### src/rtl/add_seq_pkg.sv
// add_seq_pkg: shared types and constants for the multi-cycle add_seq adder.
// Holds the FSM state encoding, the default slice width, the operation
// select codes and a small helper for signed-overflow detection.
package add_seq_pkg;

    // Default slice width; the top derives its own HALF from WIDTH.
    localparam int HALF_DEFAULT = 16;

    // Operation select codes (latched with the operands when subtract is built in).
    localparam logic OP_ADD = 1'b0;
    localparam logic OP_SUB = 1'b1;

    // Sequencer states: accept, low slice, high slice, result handshake.
    typedef enum logic [1:0] {
        ST_IDLE = 2'd0,
        ST_LO   = 2'd1,
        ST_HI   = 2'd2,
        ST_DONE = 2'd3
    } state_t;

    // Two's-complement overflow: both addends share a sign that the sum lacks.
    function automatic logic signed_ovf(input logic a_msb,
                                        input logic b_msb,
                                        input logic s_msb);
        return (a_msb == b_msb) && (s_msb != a_msb);
    endfunction

endpackage

### src/rtl/add_seq_slice.sv
// add_slice: purely combinational HALF-bit adder slice with carry in/out.
// One instance is time-shared by add_seq for both operand halves.
module add_slice #(
    parameter int HALF = 16
) (
    input  logic [HALF-1:0] a,
    input  logic [HALF-1:0] b,
    input  logic            cin,
    output logic [HALF-1:0] sum,
    output logic            cout
);

    logic [HALF:0] full;

    // Widen by one bit so the carry out falls into the top bit of the result.
    always_comb begin
        full = {1'b0, a} + {1'b0, b} + {{HALF{1'b0}}, cin};
        sum  = full[HALF-1:0];
        cout = full[HALF];
    end

endmodule

### src/rtl/add_seq.sv
// add_seq: multi-cycle WIDTH-bit adder built from one shared HALF-bit slice.
// Operands are accepted on a valid/ready handshake, the low half is added in
// LO, the high half (with the registered mid carry) in HI, and the registered
// sum and flags are offered on a second valid/ready handshake from DONE.
// WIDTH must be even and at least 4.
// Optional feature: define ADD_SEQ_SUB_SEL_EN to add the in_sub port, which
// turns the operation into a-b (b inverted, carry-in of 1, carry = not borrow).
module add_seq
    import add_seq_pkg::*;
#(
    parameter int WIDTH = 2 * HALF_DEFAULT
) (
    input  logic             clk,
    input  logic             rst_n,
    input  logic             in_valid,
    output logic             in_ready,
    input  logic [WIDTH-1:0] in_a,
    input  logic [WIDTH-1:0] in_b,
`ifdef ADD_SEQ_SUB_SEL_EN
    input  logic             in_sub,
`endif
    output logic             out_valid,
    input  logic             out_ready,
    output logic [WIDTH-1:0] out_sum,
    output logic             out_carry,
    output logic             out_ovf,
    output logic             out_zero
);

    localparam int HALF = WIDTH / 2;

    state_t           state;
    state_t           state_next;

    logic [WIDTH-1:0] a_reg;
    logic [WIDTH-1:0] b_reg;
    logic [HALF-1:0]  low_sum;
    logic             c_mid;

    logic             op_sel;
    logic [WIDTH-1:0] b_eff;
    logic             cin_lo;

    logic [HALF-1:0]  slice_a;
    logic [HALF-1:0]  slice_b;
    logic             slice_cin;
    logic [HALF-1:0]  slice_sum;
    logic             slice_cout;

    logic             accept;

    assign accept = (state == ST_IDLE) && in_valid;

`ifdef ADD_SEQ_SUB_SEL_EN
    logic op_reg;

    // Latch the operation alongside the operands so later in_sub changes are ignored.
    always_ff @(posedge clk or negedge rst_n) begin
        if (!rst_n) begin
            op_reg <= OP_ADD;
        end else if (accept) begin
            op_reg <= in_sub;
        end
    end

    assign op_sel = op_reg;
`else
    assign op_sel = OP_ADD;
`endif

    // Subtraction is a + ~b + 1; the +1 enters as the low-slice carry-in.
    always_comb begin
        b_eff  = (op_sel == OP_SUB) ? ~b_reg : b_reg;
        cin_lo = (op_sel == OP_SUB);
    end

    // Steer the low or high operand halves into the shared slice.
    always_comb begin
        slice_a   = a_reg[HALF-1:0];
        slice_b   = b_eff[HALF-1:0];
        slice_cin = cin_lo;
        if (state == ST_HI) begin
            slice_a   = a_reg[WIDTH-1:HALF];
            slice_b   = b_eff[WIDTH-1:HALF];
            slice_cin = c_mid;
        end
    end

    add_slice #(
        .HALF (HALF)
    ) u_slice (
        .a    (slice_a),
        .b    (slice_b),
        .cin  (slice_cin),
        .sum  (slice_sum),
        .cout (slice_cout)
    );

    // State register; reset drops any in-flight operation back to IDLE.
    always_ff @(posedge clk or negedge rst_n) begin
        if (!rst_n) begin
            state <= ST_IDLE;
        end else begin
            state <= state_next;
        end
    end

    // Next-state logic: fixed two-step walk through the slices, then wait for the consumer.
    always_comb begin
        state_next = state;
        case (state)
            ST_IDLE: if (in_valid)  state_next = ST_LO;
            ST_LO:                  state_next = ST_HI;
            ST_HI:                  state_next = ST_DONE;
            ST_DONE: if (out_ready) state_next = ST_IDLE;
            default:                state_next = ST_IDLE;
        endcase
    end

    // Handshake outputs are pure decodes of the current state.
    always_comb begin
        in_ready  = (state == ST_IDLE);
        out_valid = (state == ST_DONE);
    end

    // Datapath: capture operands, then the low half, then the full result and flags.
    always_ff @(posedge clk or negedge rst_n) begin
        if (!rst_n) begin
            a_reg     <= '0;
            b_reg     <= '0;
            low_sum   <= '0;
            c_mid     <= 1'b0;
            out_sum   <= '0;
            out_carry <= 1'b0;
            out_ovf   <= 1'b0;
            out_zero  <= 1'b0;
        end else begin
            case (state)
                ST_IDLE: begin
                    if (in_valid) begin
                        a_reg <= in_a;
                        b_reg <= in_b;
                    end
                end
                ST_LO: begin
                    low_sum <= slice_sum;
                    c_mid   <= slice_cout;
                end
                ST_HI: begin
                    out_sum   <= {slice_sum, low_sum};
                    out_carry <= slice_cout;
                    out_ovf   <= signed_ovf(a_reg[WIDTH-1], b_eff[WIDTH-1],
                                            slice_sum[HALF-1]);
                    out_zero  <= (slice_sum == '0) && (low_sum == '0);
                end
                default: begin
                end
            endcase
        end
    end

endmodule

### config.mk
export PLATFORM = sky130hd
export DESIGN_NAME = add_seq
export DESIGN_NICKNAME = d
export VERILOG_FILES = /design/src/rtl/add_seq_pkg.sv /design/src/rtl/add_seq_slice.sv /design/src/rtl/add_seq.sv
export SDC_FILE = /design/constraint.sdc
export NUM_CORES = 1
export LEC_CHECK = 0
export CELL_PAD_IN_SITES_DETAIL_PLACEMENT = 0
export CELL_PAD_IN_SITES_GLOBAL_PLACEMENT = 2
export CORE_UTILIZATION = 30
export CTS_CLUSTER_DIAMETER = 80
export CTS_CLUSTER_SIZE = 10
export DETAILED_ROUTE_END_ITERATION = 10
export PLACE_DENSITY = 0.69
export SYNTH_ARGS = -nofsm -noshare
export SYNTH_HDL_FRONTEND = slang
export SYNTH_SLANG_ARGS = --single-unit
### constraint.sdc
create_clock -name clk -period 6.5 [get_ports clk]
set_input_delay 1.95 -clock clk [delete_from_list [all_inputs] [get_ports clk]]
set_output_delay 1.95 -clock clk [all_outputs]
set_load 0.01 [all_outputs]
After elaboration in Yosys (flattened, before gate mapping):

Index checks and enable logic that the tools add are counted.

* bits in registers: 118
* latch bits: 0
* memory bits (writable): 0
* ROM bits: 0
* output and inout port bits: 37
* logic and storage cells: 31
* memories kept: 0

* add/subtract/negate cells: 2
* multiply operators: 0
* divide/modulo/power cells: 0
* $lt $le $gt $ge: 0
* equal/unequal tests: 7
* shift-type cells: 0
* multiplexer cells: 6
* bitwise logic cells: 0
* reductions and logical operators: 7

Operator list (count)
* logical NOT 16 bit: 2
* two-way mux 16 bit: 2
* adder 16 x 16 -> 17 bit: 1
* adder 17 x 1 -> 17 bit: 1
* case mux 2 bit (4 select lines): 1
* equality test 2 bit, second input constant: 2
* two-way mux 2 bit: 2
* AND reduction 2 bit: 2
* equality test 2 x 1 -> 1 bit, second input constant: 1
* logical AND 1 bit: 2
* logical NOT 2 bit: 1
* != test 2 x 1 -> 1 bit, second input constant: 1
* != test 2 bit, second input constant: 1
* equality test 1 bit: 1
* two-way mux 1 bit: 1
* != test 1 bit: 1

Longest topological paths before layout:

Gate-level depths: netlist of run 1.

* depth after elaboration: 6
* mapped depth: 15

By module:

A second synthesis of run 1 with hierarchy kept.

* cell total of the unflattened synthesis: 402
* area, all modules: 5709.2 sq um

Modules (own cells, without submodules)
* add_seq: times used 1, cells an instance 311, area an instance 4982.3 sq um, sequential area each 2952.8 sq um
* add_slice: times used 1, cells an instance 91, area an instance 726.9 sq um, sequential area each 0.0 sq um

Worst setup path before layout of run 1:

Ideal clock, no wire load.

* path type: register -> register
* start point: reg state[0]
* end point: reg out_zero
* library setup time: 0.076 ns
* arrival time: 3.459 ns
* required time: 6.424 ns
* slack: 2.965 ns
* cell stages (with the launch flop): 16
* buffers on the path: 2
* clock period less this slack: 3.535 ns
* cells stage by stage: dfrtp_1 > inv_1 > ha_1 > buf_6 > clkbuf_1 > mux2i_1 > fa_1 > inv_1 > fa_1 > a21o_2 > and3_2 > or3_1 > a211o_1 > nor4_2 > nand4bb_1 > o21ai_1

* longest elaborated chain between the ends: 6

Ends and longest elaborated chain
* start: declaration: RTL line add_seq.sv:32 `state_t state;`
* start signal: assignment: RTL line add_seq.sv:104 `state <= state_next;`
* equality test 2 bit *: RTL line add_seq.sv:82, add_seq.sv:138
* two-way mux 16 bit: RTL line add_seq.sv:82 `if (state == ST_HI) begin`
* adder 16 x 16 -> 17 bit: RTL line add_seq_slice.sv:17 `full = {1'b0, a} + {1'b0, b} + {{HALF{1'b0}}, cin};`
* adder 17 x 1 -> 17 bit: RTL line add_seq_slice.sv:17
* logical NOT 16 bit: RTL line add_seq.sv:154 `out_zero <= (slice_sum == '0) && (low_sum == '0);`
* logical AND 1 bit: RTL line add_seq.sv:154
* end signal: assignment: RTL line add_seq.sv:154
* end: declaration: RTL line add_seq.sv:27 `output logic out_zero`

Every way passes the cells marked *; elsewhere a longest branch is shown, timed or not.
A chain may end at the register's enable or synchronous reset.

Worst setup path after layout of run 1:

Same ends and word-level chain as after synthesis.

==> results of run 1 <==
final cells by class:
type / instances / area, µm² / share of cell area
Timing Repair Buffer: 107 / 1060 / 0.135
Clock buffer: 19 / 453 / 0.0576
Sequential cell: 118 / 2950 / 0.375
Clock inverter: 13 / 153 / 0.0194
Inverter: 12 / 45.0 / 0.00573
Multi-Input combinational cell: 323 / 2870 / 0.365
Tap cell: 265 / 332 / 0.0422
per-stage QoR:
stage	setup slack, ns	util	area [µm²]	hold WS, ns	cells
finish	2.49	0.404	7860	0.500	857
global route	2.11	0.404	7860	0.519	857
CTS	2.40	0.404	7860	0.503	857
detailed placement	2.40	0.373	7260	0.488	825
global placement	2.40	0.373	7260	0.482	825
floorplan	2.96	-	5960	0.474	477
cells by family after synthesis:
kind of cell    synth area share
fa+ha+maj                 0.0466
buf+inv                   0.0260
xor+xnor                 0.00588
flops                      0.495
mux                        0.262
simple gates              0.0903
compound gates            0.0741
routing by layer:
metal | GRT usage | vias to the layer above
met1 | 0.189 | 2011
met5 | 0 | -
met4 | 0.0509 | 0
met2 | 0.223 | 82
li1 | - | 1952
met3 | 0.0329 | 9
worst paths after layout:
kind                                            to  slack [ns]  depth (start not counted)
max                           out_zero$_DFFE_PN0P_        2.49                         13
min                          a_reg[21]$_DFFE_PN0P_        0.50                          1
max reg2reg                   out_zero$_DFFE_PN0P_        2.49                         13
min reg2reg                  a_reg[21]$_DFFE_PN0P_        0.50                          1
max in group asynchronous    a_reg[13]$_DFFE_PN0P_        3.65                          2
min in group asynchronous  out_sum[21]$_DFFE_PN0P_        1.67                          1
layout by cell type, fill, tap and decap left out, drive strengths merged, types with 4 or more instances in the layout:
master / synthesis / routed
nor4: 8 / 8
nand2b: 7 / 7
clkdlybuf4s50: 0 / 103
a21oi: 22 / 22
nand3: 9 / 9
and3: 4 / 4
clkinv: 0 / 6
clkbuf: 19 / 19
nor2b: 5 / 5
nor2: 19 / 19
buf: 5 / 4
o21ai: 9 / 9
dfrtp: 118 / 118
mux2: 135 / 135
ha: 19 / 19
and2: 7 / 7
nand2: 14 / 14
inv: 12 / 14
mux2i: 4 / 4
==> summary.md, run 1 <==
| Metric | Value |
|---|---|
| Routed WL per cell | `15.6 µm` |
| Die W | `143 µm` |
| Filler cells | `1,880` |
| Top cell type's share of synthesized area | `0.495` |
| Setup crit start | `state[0]$_DFFE_PN0P_` |
| FMAX | `0.250 GHz` |
| R2r startpoint | `state[0]$_DFFE_PN0P_` |
| WP data arrival | `4.34 ns` |
| Worst-Skew Late Latency | `0.41 ns` |
| Layout cell share with drive strength beyond 1 | `0.314` |
| CTS Hold Bufs | `0` |
| Ys async rst share | `1.00` |
| Final net count | `668` |
| Vias in the first global route | `4,226` |
| First-pass GRT wire length | `22.1 mm` |
| Sequential fraction of the synthesis area | `0.495` |
| Synth Flop Type | `dfrtp_1` |
| Fin Clk Skew | `0.00520 ns` |
| Met1 wire length | `6.49 mm` |
| Antenna cells | `0` |
| PostCTS Resize Cnt | `0` |
| Data required time at the worst endpoint | `6.84 ns` |
| Initial antenna violation count | `0` |
| Height of the die | `143 µm` |
| Post-synthesis cell count | `477` |
| Post-route ant nets | `0` |
| CP cell instances | `inv_1 > ha_4 > mux2i_1 > fa_1 > inv_1 > fa_1 > a21o_2 > and3_2 > or3_1 > a211o_1 > nor4_2 > nand4bb_1 > o21ai_1` |
| Largest net degree at the start of global routing | `71` |
| Worst path buffer plus inverter count | `2` |
| Row cnt | `51` |
| Max cap viols | `0` |
| Area contributors post-synth | `dfrtp_1, mux2_2, ha_1, a21oi_1, nor2_1` |
| Worst Setup End Kind | `register` |
| Area Growth Syn to Fin | `31.9%` |
| Reg clk slew, reported paths | `0.06 ns` |
| Drt first pass iters | `5` |
| Routed wl met3 | `491 µm` |
| CP Launch Type | `register` |
| Setup bufs post-CTS | `0` |
| Full die area | `20,400 µm²` |
| Max-slew violations | `0` |
| Initial Utilization | `0.306` |
| Final Critical Period | `4.01 ns` |
| Cell Area, Synth | `5960 µm²` |
| # IOs | `105` |
| Sink Count | `118` |
| Placeable Area | `19,500 µm²` |
| CTS tree | `yes` |
| Worst Path Max Fanout | `59` |
| Setup TNS | `0 ns` |
| Post-synth cell types | `63` |
| GRT overflow | `0` |
| #FFs+latches synth | `118` |
| Clk root buf | `clkbuf_16` |
| Crit Path Category | `reg2reg` |
| Met2 routed WL | `6.18 mm` |
| Number of flops mapped to enable cells by yosys | `0` |
| Top-count cell post-synth | `mux2_2` |
| CP max-delay cell | `ha_4` |
| H-tree levels | `4` |
| Via count | `4,054` |
| Input/output buffers | `104` |
| Final setup viols | `0` |
| Relative slew margins | `0.378` |
| Slowest stage delay, CP | `0.65 ns` |
| Final wirelength | `13.3 mm` |
| Final HPWL DP | `9.95 mm` |
| CP top delay family | `adder cells` |
| Yosys warns | `0` |
| Final Hold Fails | `0` |
| Synthesized net count | `566` |
| DRT iter0 DRCs | `179` |
| Residual DRC count | `0` |
| Status | `completed` |
| Final RePlAce weighted congestion | `0.788` |
| GR Util All Layers | `0.141` |
| Max layer used | `met4` |
| Synth Area per Inst | `12.5 µm²` |
| Final worst path period share | `0.616` |
| Hold Crit Class | `reg2reg` |
| CTS max path bufs | `2` |
| Most area-hungry cell type in the Yosys netlist | `dfrtp_1` |
| Commonest cells in the synthesized netlist | `mux2_2, dfrtp_1, a21oi_1` |
| TritonCTS buffer count | `17` |
| Vias per cell | `4.73` |
| Hold_sp | `a_reg[21]$_DFFE_PN0P_` |
| Worst Max-Slew Pin Slew | `0.933 ns` |
| Unrepaired setup endpoints after global routing | `no` |
Power of run 1 is not shown: default switching activity piles up to over one toggle a cycle in this logic, so the estimate is an artifact.
==> run 2, diff against run 1 <==
- clock period: 6.5 -> 3.7 ns (I/O delays scaled with it)
==> run 2 against run 1 <==
Die area unchanged. Sequential cell count stayed put. Cell count rose by 1.5%. Global-route usage is 0.41 points higher. Utilization is 0.89 points higher.
==> summary.md, run 2 (same netlist as run 1, synthesis figures left out) <==
| Metric | Value |
|---|---|
| Fin worst setup slack | `0.166 ns (-2.33 ns)` |
| Full die area | `20,400 µm² (unchanged)` |
| Worst Max-Slew Pin Slew | `0.910 ns (-0.0234 ns)` |
| Final RePlAce weighted congestion | `0.758 (-3.8%)` |
| R2r startpoint | `state[0]$_DFFE_PN0P_` |
| Critical Path Sink | `out_zero$_DFFE_PN0P_` |
| Final HPWL DP | `10.3 mm (+3.6%)` |
| Vias per cell | `4.73 (about the same)` |
| Final wirelength | `13.7 mm (+2.6%)` |
| Residual DRC count | `0 (unchanged)` |
| Max-slew violations | `0 (unchanged)` |
| Sink Count | `118 (unchanged)` |
| Final net count | `681 (+1.9%)` |
| Worst Setup Slack post-DPL | `-0.155 ns (-2.56 ns)` |
| Worst Setup End Kind | `register` |
| Row cnt | `51 (unchanged)` |
| WP data arrival | `3.88 ns (-0.46 ns)` |
| Worst-Skew Late Latency | `0.42 ns (about the same)` |
| Critical path depth | `12 (-1)` |
| Most frequent cells in the layout | `mux2_2, dfrtp_1, clkdlybuf4s50_1` |
| Antenna cells | `0 (unchanged)` |
| Vias in the first global route | `4,366 (+3.3%)` |
| H-tree levels | `4 (unchanged)` |
| Reg clk slew, reported paths | `0.06 ns (about the same)` |
| FMAX | `0.283 GHz (+13%)` |
| Status | `completed` |
| Routed WL per cell | `15.7 µm (+1.1%)` |
| Relative slew margins | `0.394 (+0.0156)` |
| Setup crit start | `state[0]$_DFFE_PN0P_` |
| CTS max path bufs | `2 (unchanged)` |
| CTS Hold Bufs | `0 (unchanged)` |
| Hold Crit Class | `reg2reg` |
| Drt first pass iters | `4 (-1)` |
| CP max-delay cell | `fa_1` |
| Final Hold Fails | `0 (unchanged)` |
| Final worst path period share | `0.955 (+0.339)` |
| R2R setup slack | `0.17 ns (-2.33 ns)` |
| Height of the die | `143 µm (unchanged)` |
| Largest net degree at the start of global routing | `65 (-8.5%)` |
| Fin Clk Skew | `0.0162 ns (+0.0110 ns)` |
| CTS tree | `yes` |
| Layout cell share with drive strength beyond 1 | `0.340 (+0.0263)` |
| Input/output buffers | `104 (unchanged)` |
| CP top delay family | `simple AND/OR/NAND/NOR gates` |
| # IOs | `105 (unchanged)` |
| Most common cell after layout, fill and taps aside | `mux2_2` |
| CP Launch Type | `register` |
| Initial antenna violation count | `0 (unchanged)` |
| Data required time at the worst endpoint | `4.04 ns (-2.80 ns)` |
| R2R cell count | `12 (-1)` |
| Worst path buffer plus inverter count | `2 (unchanged)` |
| First-pass GRT wire length | `22.5 mm (+1.7%)` |
| Post-route ant nets | `0 (unchanged)` |
| Max cap viols | `0 (unchanged)` |
| Clk root buf | `clkbuf_16` |
| Die W | `143 µm (unchanged)` |
| Final Critical Period | `3.53 ns (-0.473 ns)` |
| Slowest stage delay, CP | `0.46 ns (-0.19 ns)` |
| GR Util All Layers | `0.146 (+0.00407)` |
| DRT iter0 DRCs | `162 (-9.5%)` |
| Worst Path Max Fanout | `18 (-69%)` |
| Final setup viols | `0 (unchanged)` |
| CP cell instances | `inv_1 > ha_4 > buf_12 > mux2_2 > fa_1 > a21o_2 > and3_2 > or3_1 > a211o_1 > nor4_2 > nand4bb_1 > o21ai_1` |
| GRT overflow | `0 (unchanged)` |
| Placeable Area | `19,500 µm² (unchanged)` |
| Crit Path Category | `reg2reg` |
| Area Growth Syn to Fin | `34.8%` |
| Worst R2R End | `out_zero$_DFFE_PN0P_` |
| Via count | `4,114 (+1.5%)` |
| Initial Utilization | `0.306 (unchanged)` |
| TritonCTS buffer count | `17 (unchanged)` |
[run 2: final cells by class]
class                      count  area, µm²
fill                        1847      11400
sequential                   118       2950
multi-input combinational    323       2910
timing repair buffer         120       1210
clock buffer                  19        433
tap                          265        332
clock inverter                13        156
inverter                      12       45.0
[run 2: timing repair]
item | 4_1_cts | 5_1_grt
endpoints found under the setup margin | 3 | 3
buffers inserted | 0 | 2
gates resized for setup | 1 | 8
[run 2: stage by stage]
step / instance area [µm²] / TNS (ns) / cells / util / hold slack [ns]
floorplan: 5960 / 0 / 477 / - / 0.474
global placement: 7390 / -0.248 / 836 / 0.380 / 0.482
detailed placement: 7390 / -0.323 / 836 / 0.380 / 0.490
CTS: 7990 / 0 / 868 / 0.410 / 0.504
global route: 8040 / -0.000801 / 870 / 0.413 / 0.513
finish: 8040 / 0 / 870 / 0.413 / 0.501
[run 2: how the worst min path moves through the flow]
stage / start / endpoint / slack, ns / depth (start not counted)
floorplan: a_reg[17]$_DFFE_PN0P_ / a_reg[17]$_DFFE_PN0P_ / 0.47 / 1
global placement: a_reg[26]$_DFFE_PN0P_ / a_reg[26]$_DFFE_PN0P_ / 0.48 / 1
detailed placement: b_eff[23]$_DFFE_PN0P_ / b_eff[23]$_DFFE_PN0P_ / 0.49 / 1
CTS: a_reg[19]$_DFFE_PN0P_ / a_reg[19]$_DFFE_PN0P_ / 0.50 / 1
global route: a_reg[15]$_DFFE_PN0P_ / a_reg[15]$_DFFE_PN0P_ / 0.51 / 1
finish: b_eff[4]$_DFFE_PN0P_ / b_eff[4]$_DFFE_PN0P_ / 0.50 / 1
[run 2: routing by layer]
| metal | up-vias | track usage | part of all wire |
|---|---|---|---|
| li1 | 1983 | - | - |
| met4 | 0 | 0.0628 | 0.018 |
| met1 | 2036 | 0.189 | 0.48 |
| met5 | - | 0 | 0 |
| met2 | 78 | 0.232 | 0.47 |
| met3 | 17 | 0.0332 | 0.032 |
[run 2: worst register-to-register path, delay by kind of cell, from the launching register on]
family / cells / cell delay [ns]
AND/OR/NAND/NOR: 4 / 0.95
multiplexers: 1 / 0.38
AO/OA/AOI/OAI: 3 / 0.71
buffers and inverters: 2 / 0.32
flip-flops: 1 / 0.41
adder cells (fa/ha/maj): 2 / 0.70
Power of run 2 is left out for the same reason.
==> run 3, diff against run 2 <==
- CTS_BUF_LIST: default -> sky130_fd_sc_hd__clkbuf_4 sky130_fd_sc_hd__clkbuf_8
==> run 3 against run 2 <==
Sequential share of layout area increased by 0.84 points. Non-clock buffer count unchanged. Global-route usage decreased by 0.15 points. Via count increased by 0.36%.
==> summary.md, run 3 (same netlist as run 1, synthesis figures left out) <==
| Metric | Value |
|---|---|
| Unrepaired setup endpoints after global routing | `no` |
| Placed Instance Area | `7390 µm² (unchanged)` |
| Filler cells | `1,857 (+0.54%)` |
| CTS max path bufs | `2 (unchanged)` |
| Die W | `143 µm (unchanged)` |
| Crit Path Category | `reg2reg` |
| FMAX | `0.282 GHz (-0.31%)` |
| Final worst path period share | `0.958 (+0.00293)` |
| WP data arrival | `3.92 ns (+0.04 ns)` |
| Hold slack | `0.503 ns (+0.00211 ns)` |
| Most common cell after layout, fill and taps aside | `mux2_2` |
| CTS Hold Bufs | `0 (unchanged)` |
| Height of the die | `143 µm (unchanged)` |
| First-pass GRT wire length | `22.3 mm (-0.71%)` |
| Vias per cell | `4.75 (+0.36%)` |
| Final Hold Fails | `0 (unchanged)` |
| Max-slew violations | `0 (unchanged)` |
| Worst Path Max Fanout | `18 (unchanged)` |
| GRT overflow | `0 (unchanged)` |
| Drt first pass iters | `4 (unchanged)` |
| Worst Setup Slack post-DPL | `-0.155 ns (unchanged)` |
| Final setup viols | `0 (unchanged)` |
| Reg clk slew, reported paths | `0.07 ns (about the same)` |
| Relative slew margins | `0.398 (+0.00425)` |
| FF/Latch Area | `2950 µm² (unchanged)` |
| Row cnt | `51 (unchanged)` |
| Residual DRC count | `0 (unchanged)` |
| Area Growth Syn to Fin | `31.8%` |
| Hold Crit Class | `reg2reg` |
| Fin worst setup slack | `0.155 ns (-0.0108 ns)` |
| GR Util All Layers | `0.144 (-0.00149)` |
| Clk root buf | `clkbuf_8` |
| Placeable Area | `19,500 µm² (unchanged)` |
| Worst Setup End Kind | `register` |
| H-tree levels | `4 (unchanged)` |
| # IOs | `105 (unchanged)` |
| Routed WL per cell | `15.7 µm (-0.26%)` |
| Status | `completed` |
| CP Launch Type | `register` |
| Layout cell share with drive strength beyond 1 | `0.345 (+0.00496)` |
| Final RePlAce weighted congestion | `0.758 (unchanged)` |
| DRT iter0 DRCs | `162 (unchanged)` |
| Worst-Skew Late Latency | `0.45 ns (+0.03 ns)` |
| Data required time at the worst endpoint | `4.08 ns (+0.04 ns)` |
| Vias in the first global route | `4,335 (-0.71%)` |
| Full die area | `20,400 µm² (unchanged)` |
| Fin area | `7860 µm² (-2.2%)` |
| Final Critical Period | `3.54 ns (+0.0108 ns)` |
| Antenna cells | `0 (unchanged)` |
| Input/output buffers | `104 (unchanged)` |
| Post-route ant nets | `0 (unchanged)` |
| Final net count | `681 (unchanged)` |
| Initial antenna violation count | `0 (unchanged)` |
| Final wirelength | `13.6 mm (-0.26%)` |
| CTS tree | `yes` |
| Footprint of the multi-input gates | `2910 µm² (+0.13%)` |
| Via count | `4,129 (+0.36%)` |
| Fin Clk Skew | `0.00788 ns (-0.00827 ns)` |
| Largest net degree at the start of global routing | `65 (unchanged)` |
| Max cap viols | `0 (unchanged)` |
| Initial Utilization | `0.306 (unchanged)` |
| TritonCTS buffer count | `17 (unchanged)` |
| Sink Count | `118 (unchanged)` |
| Final HPWL DP | `10.3 mm (unchanged)` |
| Worst Max-Slew Pin Slew | `0.903 ns (-0.00637 ns)` |
| Most frequent cells in the layout | `mux2_2, dfrtp_1, clkdlybuf4s50_1` |
[run 3: changes by cell type in the layout (fill, tap and decap cells not counted)]
cell	before	now
clkbuf_8	0	17
clkbuf_1	2	0
mux2i_1	3	2
clkbuf_4	0	2
clkbuf_16	17	0
mux2i_2	1	2
[run 3: timing repair]
item,CTS,global route
gates resized for setup,1,9
setup buffers,0,2
endpoints found under the setup margin,3,3
[run 3: through the flow]
step,std cells,utilization,setup TNS (ns)
2_1_floorplan,477,-,0
3_3_place_gp,836,0.380,-0.248
3_5_place_dp,836,0.380,-0.323
4_1_cts,868,0.401,0
5_1_grt,870,0.404,0
6_report,870,0.404,0
[run 3: layer usage]
metal  part of all wire  global-route usage
met1               0.48               0.190
met2               0.47               0.227
met3              0.036              0.0322
met4              0.017              0.0594
met5                  0                   0
[run 3: cell type report]
cell class                 instances  area share
clock buffer                      19      0.0317
clock inverter                    13      0.0199
inverter                          12     0.00573
multi-input combinational        323       0.371
sequential                       118       0.376
tap                              265      0.0422
timing repair buffer             120       0.154
[run 3: final timing paths]
path                            cells past startpoint                  from  slack (ns)                endpoint
worst max-delay path                               12  state[0]$_DFFE_PN0P_        0.16    out_zero$_DFFE_PN0P_
worst min-delay path                                1  b_eff[1]$_DFFE_PN0P_        0.50    b_eff[1]$_DFFE_PN0P_
worst max register to register                     12  state[0]$_DFFE_PN0P_        0.16    out_zero$_DFFE_PN0P_
worst min register to register                      1  b_eff[1]$_DFFE_PN0P_        0.50    b_eff[1]$_DFFE_PN0P_
max in group asynchronous                           2                 rst_n        2.25   b_eff[15]$_DFFE_PN0P_
min in group asynchronous                           1                 rst_n        0.61  out_sum[4]$_DFFE_PN0P_
[run 3: worst max-delay path, cell delays in order, from the launching register on]
cell,delay (ns)
dfrtp_1,0.42
inv_1,0.13
ha_4,0.24
buf_12,0.18
mux2_2,0.37
fa_1,0.46
a21o_2,0.24
and3_2,0.23
or3_1,0.36
a211o_1,0.33
nor4_2,0.23
nand4bb_1,0.13
o21ai_1,0.14
Power of run 3 is left out for the same reason.
